**config.mk**
```make
export PLATFORM = sky130hd
export DESIGN_NAME = add_round_key_pipe
export DESIGN_NICKNAME = d
export VERILOG_FILES = /design/src/rtl/add_round_key_pipe.sv
export SDC_FILE = /design/constraint.sdc
export NUM_CORES = 2
export LEC_CHECK = 0
export CORE_ASPECT_RATIO = 0.7
export CORE_MARGIN = 2
export CORE_UTILIZATION = 50
export DETAILED_ROUTE_END_ITERATION = 10
export GPL_TIMING_DRIVEN = 0
export PLACE_DENSITY = 0.75
export SETUP_SLACK_MARGIN = 0.4
export SYNTH_ARGS = -nofsm -noshare
export SYNTH_HDL_FRONTEND = slang
export SYNTH_SLANG_ARGS = --single-unit
```
**constraint.sdc**
```tcl
create_clock -name clk_i -period 1.9 [get_ports clk_i]
set_input_delay 0.285 -clock clk_i [delete_from_list [all_inputs] [get_ports clk_i]]
set_output_delay 0.285 -clock clk_i [all_outputs]
set_load 0.005 [all_outputs]
```
**src/rtl/add_round_key_pipe.sv**
```systemverilog
// add_round_key_pipe: round-key file plus elastic valid/ready pipeline applying state ^ key[round].
module add_round_key_pipe #(
  parameter int DATA_W      = 128,
  parameter int NUM_KEYS    = 15,
  parameter int PIPE_STAGES = 1,
  parameter int KIDX_W      = $clog2(NUM_KEYS)
) (
  input  logic              clk_i,
  input  logic              rst_n,
  input  logic              key_we_i,
  input  logic [KIDX_W-1:0] key_waddr_i,
  input  logic [DATA_W-1:0] key_wdata_i,
  input  logic              key_clr_i,
  input  logic              valid_i,
  output logic              ready_o,
  input  logic [DATA_W-1:0] state_i,
  input  logic [KIDX_W-1:0] round_i,
  output logic              valid_o,
  input  logic              ready_i,
  output logic [DATA_W-1:0] state_o,
  output logic              err_o
);
  localparam logic [KIDX_W:0] NK = NUM_KEYS[KIDX_W:0];
  logic [DATA_W-1:0]      key_q [NUM_KEYS];
  logic [DATA_W-1:0]      key_d [NUM_KEYS];
  logic [NUM_KEYS-1:0]    loaded_q, loaded_d;
  logic [PIPE_STAGES-1:0] valid_q, valid_d, err_q, err_d, adv;
  logic [DATA_W-1:0]      data_q [PIPE_STAGES];
  logic [DATA_W-1:0]      data_d [PIPE_STAGES];
  logic                   ok, accept, sel_bad;
  logic [DATA_W-1:0]      in_data;
  always_comb begin
    key_d    = key_q;
    loaded_d = loaded_q;
    if (key_clr_i) begin
      key_d    = '{default: '0};
      loaded_d = '0;
    end else if (key_we_i && ({1'b0, key_waddr_i} < NK)) begin
      key_d[key_waddr_i]    = key_wdata_i;
      loaded_d[key_waddr_i] = 1'b1;
    end
  end
  // Bad selects never expose key material: the captured data is zeroed.
  always_comb begin
    sel_bad = ({1'b0, round_i} >= NK) ? 1'b1 : !loaded_q[round_i];
    in_data = sel_bad ? '0 : state_i ^ key_q[round_i];
  end
  // ok walks from the output back to stage 1: "this stage can take a new item".
  always_comb begin
    adv = '0;
    ok  = ready_i;
    for (int k = PIPE_STAGES - 1; k >= 0; k--) begin
      adv[k] = valid_q[k] && ok;
      ok     = ok || !valid_q[k];
    end
  end
  assign ready_o = rst_n && ok;
  assign accept  = valid_i && ready_o;
  always_comb begin
    valid_d = valid_q;
    err_d   = err_q;
    data_d  = data_q;
    if (accept) begin
      valid_d[0] = 1'b1;
      err_d[0]   = sel_bad;
      data_d[0]  = in_data;
    end else if (adv[0]) begin
      valid_d[0] = 1'b0;
      err_d[0]   = 1'b0;
      data_d[0]  = '0;
    end
    for (int k = 1; k < PIPE_STAGES; k++) begin
      if (adv[k-1]) begin
        valid_d[k] = 1'b1;
        err_d[k]   = err_q[k-1];
        data_d[k]  = data_q[k-1];
      end else if (adv[k]) begin
        valid_d[k] = 1'b0;
        err_d[k]   = 1'b0;
        data_d[k]  = '0;
      end
    end
  end
  always_ff @(posedge clk_i) begin
    if (!rst_n) begin
      key_q    <= '{default: '0};
      loaded_q <= '0;
      valid_q  <= '0;
      err_q    <= '0;
      data_q   <= '{default: '0};
    end else begin
      key_q    <= key_d;
      loaded_q <= loaded_d;
      valid_q  <= valid_d;
      err_q    <= err_d;
      data_q   <= data_d;
    end
  end
  assign valid_o = valid_q[PIPE_STAGES-1];
  assign state_o = data_q[PIPE_STAGES-1];
  assign err_o   = err_q[PIPE_STAGES-1];
endmodule
```
* Word-level counts from Yosys, hierarchy flattened
Cells that the tools add are included.
** Word-level totals
- Register bits after elaboration :: 2065
- Logic and storage cells :: 60
- Input bits :: 270
** Operators by class
- Magnitude comparators :: 8
- Mux-type cells :: 17
- Bitwise logic cells :: 5
- Reductions and logical operators :: 11
** Operator list (count)
- bitwise mux 1920 bit :: 1
- 2-to-1 mux 128 bit :: 6
- binary-select mux 128 bit (select 4 bit) :: 1
- demux 128 bit (select 4 bit) :: 1
- bitwise XOR 128 bit :: 1
- bitwise OR 15 bit :: 1
- greater-or-equal comparator 5 bit, second input constant :: 2
- < comparator 4 x 5 -> 1 bit, second input constant :: 2
- inverter 4 -> 5 bit :: 2
- logical AND 1 bit :: 6
- 2-to-1 mux 1 bit :: 6
- < comparator 5 x 1 -> 1 bit, second input constant :: 1
- binary-select mux 1 bit (select 4 bit) :: 1
- demux 1 bit (select 4 bit) :: 1
- greater-or-equal comparator 4 x 1 -> 1 bit, second input constant :: 1
- greater-or-equal comparator 4 bit, second input constant :: 1
- < comparator 4 bit, second input constant :: 1
- logical NOT 1 bit :: 2
- nonzero test 2 bit :: 1
- OR reduction 2 bit :: 1
- logical OR 1 bit :: 1
- inverter 1 bit :: 1

* Logic depth before layout (Yosys ltp)
- Word-level depth :: 7
- Mapped depth :: 9
- Mapped depth without buffers :: 5

* Least setup slack after synthesis
OpenSTA, ideal clock, no wires.
- Path type :: input port to flip-flop
- Start point :: in round_i[1]
- End point :: reg data_q (netlist bit state_o[123])
- Setup slack :: -109 ps
- Stages on the path :: 8
- Setup time :: 117 ps
- Buffers on the path :: 3
- Required time :: 1783 ps
- Arrival time :: 1892 ps
- Cells stage by stage :: buf_4 > buf_6 > buf_2 > mux2_1 > o22ai_1 > nor3_1 > or3b_1 > a32o_1
** On the way
- Word-level cells in the longest chain between the ends :: 7
** Ends and longest elaborated chain
- from (decl) :: line 17 : input logic [KIDX_W-1:0] round_i,
- inverter 4 -> 5 bit (not written as such) :: line 46 : in_data = sel_bad ? '0 : state_i ^ key_q[round_i];
- binary-select mux 128 bit (select 4 bit) :: line 46
- 2-to-1 mux 128 bit (not written as such) (2 in a row) :: line 46
- bitwise XOR 128 bit :: line 46
- 2-to-1 mux 128 bit * :: line 46
- 2-to-1 mux 128 bit * :: line 63 : if (accept) begin
- to (signal assigned) :: line 96 : data_q <= data_d;
- to (decl) :: line 28 : logic [DATA_W-1:0] data_q [PIPE_STAGES];
Every way passes the cells marked *; elsewhere a longest branch is shown, timed or not. The select of a mux whose other input is x is not followed.
A chain may end at the register's enable or synchronous reset.

* Final worst setup path
- Start point :: reg loaded_q[0]
- End point :: reg data_q (netlist bit state_o[66])
** On the way
- Word-level cells in the longest chain between the ends :: 6
** Ends and longest elaborated chain
- from (decl) :: line 26 : logic [NUM_KEYS-1:0] loaded_q, loaded_d;
- from (signal assigned) :: line 93 : loaded_q <= loaded_d;
- binary-select mux 1 bit (select 4 bit) :: line 45 : sel_bad = ({1'b0, round_i} >= NK) ? 1'b1 : !loaded_q[round_i];
- 2-to-1 mux 1 bit (not written as such) :: line 45
- logical NOT 1 bit :: line 45
- 2-to-1 mux 1 bit :: line 45
- 2-to-1 mux 128 bit :: line 46
- 2-to-1 mux 128 bit :: line 63
No other way between the ends. The select of a mux whose other input is x is not followed.

==> flow_summary.ini <==
[placed_design]
dpl.hpwl_mm = 262
port_buffers = 398
gp_congestion = 1.00

[worst_setup_path]
cpMaxStageDelayCell = mux4_2
timing.rr.end = state_o[66]$_SDFFE_PN0P_
path_depth = 8
r2r_cells = 8
crit_start = loaded_q[0]$_SDFFE_PP0P_
ff2ff_setup_slack_ns = -0.23
critPathBufInv = 3
cp-endpoint = state_o[66]$_SDFFE_PN0P_
critPathTopFamily = multiplexers
cp.required_ns = 2.64
critPathArrivalTime_ns = 2.87
slowest_delay_ns = 0.46
crit_type = reg2reg
worstReg2RegStart = loaded_q[0]$_SDFFE_PP0P_
cp_max_fo = 8
crit_path_start_kind = flop
path_cells = mux4_2, mux2i_1, or3_4, o41ai_4, buf_6, buf_16, buf_8, a32o_1
end_kind = flop

[grt]
grt_pass1_wl_mm = 515
globalRouteMet3Util = 0.131
grtUsageTotal = 0.367
grtUsageMet2 = 0.507
grt_max_degree = 17
grt.busiest_layer = met2
antenna_found_initial = 40
grt_pass1_vias = 81400
gr-usage-met1 = 0.503
gr-total-overflow = 0

[power_and_ir_drop]
vdd_drop_max_uv = 1040
cellLeakagePower_nw = 37.1
power-per-cell-area_mw_per_mm2 = 874

[sta]
tightest_slew_ns = 0.955
fin_skew_ns = 0.0433
final_max_slew_viol_count = 0
fin_setup_tns_ns = -20.74
rsz0062_at_grt = yes
setup_viol = 118
finalHoldViolCount = 0
slew_headroom = 0.363
min_period_over_period = 1.12
fmax_mhz = 468
layout_setup_ws_ns = -0.235
min_period_ns = 2.13

[cts]
cts_max_path_buffers = 3
cts_made_buffers = 197
clk_latency_ns = 0.88
cts.htree.levels = 4
cts.sinks = 2065
cts.clk_slew.worst_paths_ns = 0.07
cts_root_buffer = clkbuf_16
cts_tree = done

[logic_synthesis]
post_synth.cell_area_avg_sq_um = 7.94
synth-async-reset-ratio = 0
synthMuxAreaShare = 0.104
synth-warning-count = 0
synth_edf_count = 0
synth_top_area_frac = 0.456
synth_area_sq_mm = 0.0906
synth.distinct_cells = 39
ys_seq_area_frac = 0.456
yosys.area_share.simple = 0.201
synth_nets = 11700
synthTopCellsByArea = dfxtp_1, nand2_1, a21oi_1, mux2i_1, clkbuf_1
synth_common_cells = nand2_1, dfxtp_1, a21oi_1
synth_flop_cell = dfxtp_1
synth-seq-cells = 2065
synth_xor_area_frac = 0
synth_most_common_cell = nand2_1
syn-instance-count = 11400
synthAdderAreaFrac = 0
synth_compound_area_frac = 0.185
synth_top_family_by_area = simple AND/OR/NAND/NOR gates
yosysTopAreaCell = dfxtp_1

[job]
cap_violations = 0

[cells_and_area]
layout-drive-gt1-share = 0.135
finish.utilization = 0.597
final_nets = 12300
area_delta_synth_final_pct = 18.5

[floorplanning]
io_pins = 401
die_x_microns = 513
rows = 130
core_area_sq_mm = 0.180
die_h_microns = 360
initial_core_util = 0.504
dieArea_sq_mm = 0.185

[drt]
ant_nets = 0
drt_iter0_markers = 12400
drc = 0
routed_wl_mm = 359
vias = 89300
wl_per_cell_microns = 24.5
drtPass1Iterations = 9
via_per_inst = 6.09

[outcome]
status = finished, violations left
failed_checks = negative setup slack

[hold_path]
min_path_type = in2reg
-- repair_timing --
item | in CTS | in global routing
gates resized for setup | 741 | 802
cloned | 5 | 3
buffers inserted | 5 | 20
setup endpoints to repair | 2195 | 2174
hold buffers | 0 | 1
pin swaps | 3 | 3
hold endpoints to repair | 0 | 2
-- per-layer routing --
| metal | up-vias | share of wire |
|---|---|---|
| met5 | - | 0.00098 |
| met4 | 20 | 0.052 |
| met3 | 966 | 0.14 |
| met2 | 5723 | 0.40 |
| met1 | 42400 | 0.40 |
| li1 | 40100 | - |
-- flip-flops by register name (all words and copies together), names as in the netlist --
name and flops:
key_q 1920, state_o 128, loaded_q 15, err_o 1, valid_o 1
-- logic make-up (layout without fill, tap and decap cells) --
family          count (synthesis)  in the layout
compound gates               2823           2823
buf+inv                      1180           1989
flops                        2065           2065
mux                           902            902
other cells                     0             58
simple gates                 4436           4436
-- power breakdown --
| group | switching, mW | total, mW | internal (mW) |
|---|---|---|---|
| logic | 6.08 | 8.95 | 2.87 |
| registers | 0.113 | 43.6 | 43.4 |
| clock network | 18.2 | 41.4 | 23.2 |
-- layout make-up --
class                   instances  area, sq um
diodes                         58          145
plain buffers                1049         6010
flip-flops and latches       2065        41600
multi-input cells            8161        44800
well taps                    2376         2970
clock buffers                 295         5910
inverters                     131          492
clock inverters                63          807
fillers                     15200        72400
repair buffers                451         4700
-- per-stage QoR --
stage	cells	area, sq um	power, mW	worst slack (ns)	hold slack (ns)
after floorplan	11400	90900	49.0	-0.0000728	0.421
after global placement	14200	97800	52.5	-2.65	0.437
after detailed placement	14200	98300	52.8	-2.10	0.442
after CTS	14600	107000	93.1	-0.183	0.0692
after global routing	14600	107000	95.6	-0.236	0.131
final	14600	107000	93.9	-0.235	0.119
-- worst reg2reg max path, delay by kind of cell, from the launching register on --
family | cells | cell delay (ns)
buffers and inverters | 3 | 0.59
AOI/OAI and AO/OA | 2 | 0.28
DFF | 1 | 0.34
and+or+nand+nor | 1 | 0.16
muxes | 2 | 0.64
-- layout by cell type (no fill, tap or decap), drive strengths merged --
| cell | n |
|---|---|
| dlygate4sd3 | 1 |
| inv | 135 |
| o21ai | 257 |
| dfxtp | 2065 |
| clkinv | 42 |
| and2b | 1 |
| bufinv | 12 |
| nand3b | 129 |
| a21oi | 1922 |
| nor2b | 2 |
| mux2 | 256 |
| mux2i | 643 |
| or2 | 6 |
| buf | 385 |
| o211a | 1 |
| a21boi | 1 |
| clkinvlp | 5 |
| or3b | 129 |
| and3 | 1 |
| a22o | 256 |
| a32o | 128 |
| dlygate4sd2 | 1 |
| clkdlybuf4s50 | 259 |
| o221a | 128 |
| nand3 | 4 |
| and2 | 1 |
| nor2 | 42 |
| o41ai | 1 |
| clkbuf | 1144 |
| nor3 | 261 |
| diode | 58 |
| nor3b | 1 |
| o22ai | 129 |
| nand2b | 6 |
| nand2 | 3850 |
| mux4 | 3 |
| or3 | 3 |
| dlymetal6s2s | 5 |
-- worst min-delay path by stage --
| stage | from | end | slack, ns | cells past startpoint |
|---|---|---|---|---|
| final | key_wdata_i[121] | key_q[249]$_SDFFE_PP0P_ | 0.12 | 3 |
| after global routing | key_wdata_i[120] | key_q[248]$_SDFFE_PP0P_ | 0.13 | 3 |
| after CTS | valid_i | valid_o$_SDFFE_PN0P_ | 0.07 | 3 |
| after detailed placement | key_q[1388]$_SDFFE_PP0P_ | key_q[1388]$_SDFFE_PP0P_ | 0.44 | 2 |
| after global placement | key_q[1313]$_SDFFE_PP0P_ | key_q[1313]$_SDFFE_PP0P_ | 0.44 | 2 |
| after floorplan | key_wdata_i[0] | key_q[0]$_SDFFE_PP0P_ | 0.42 | 2 |
(Power assumes the default switching activity.)
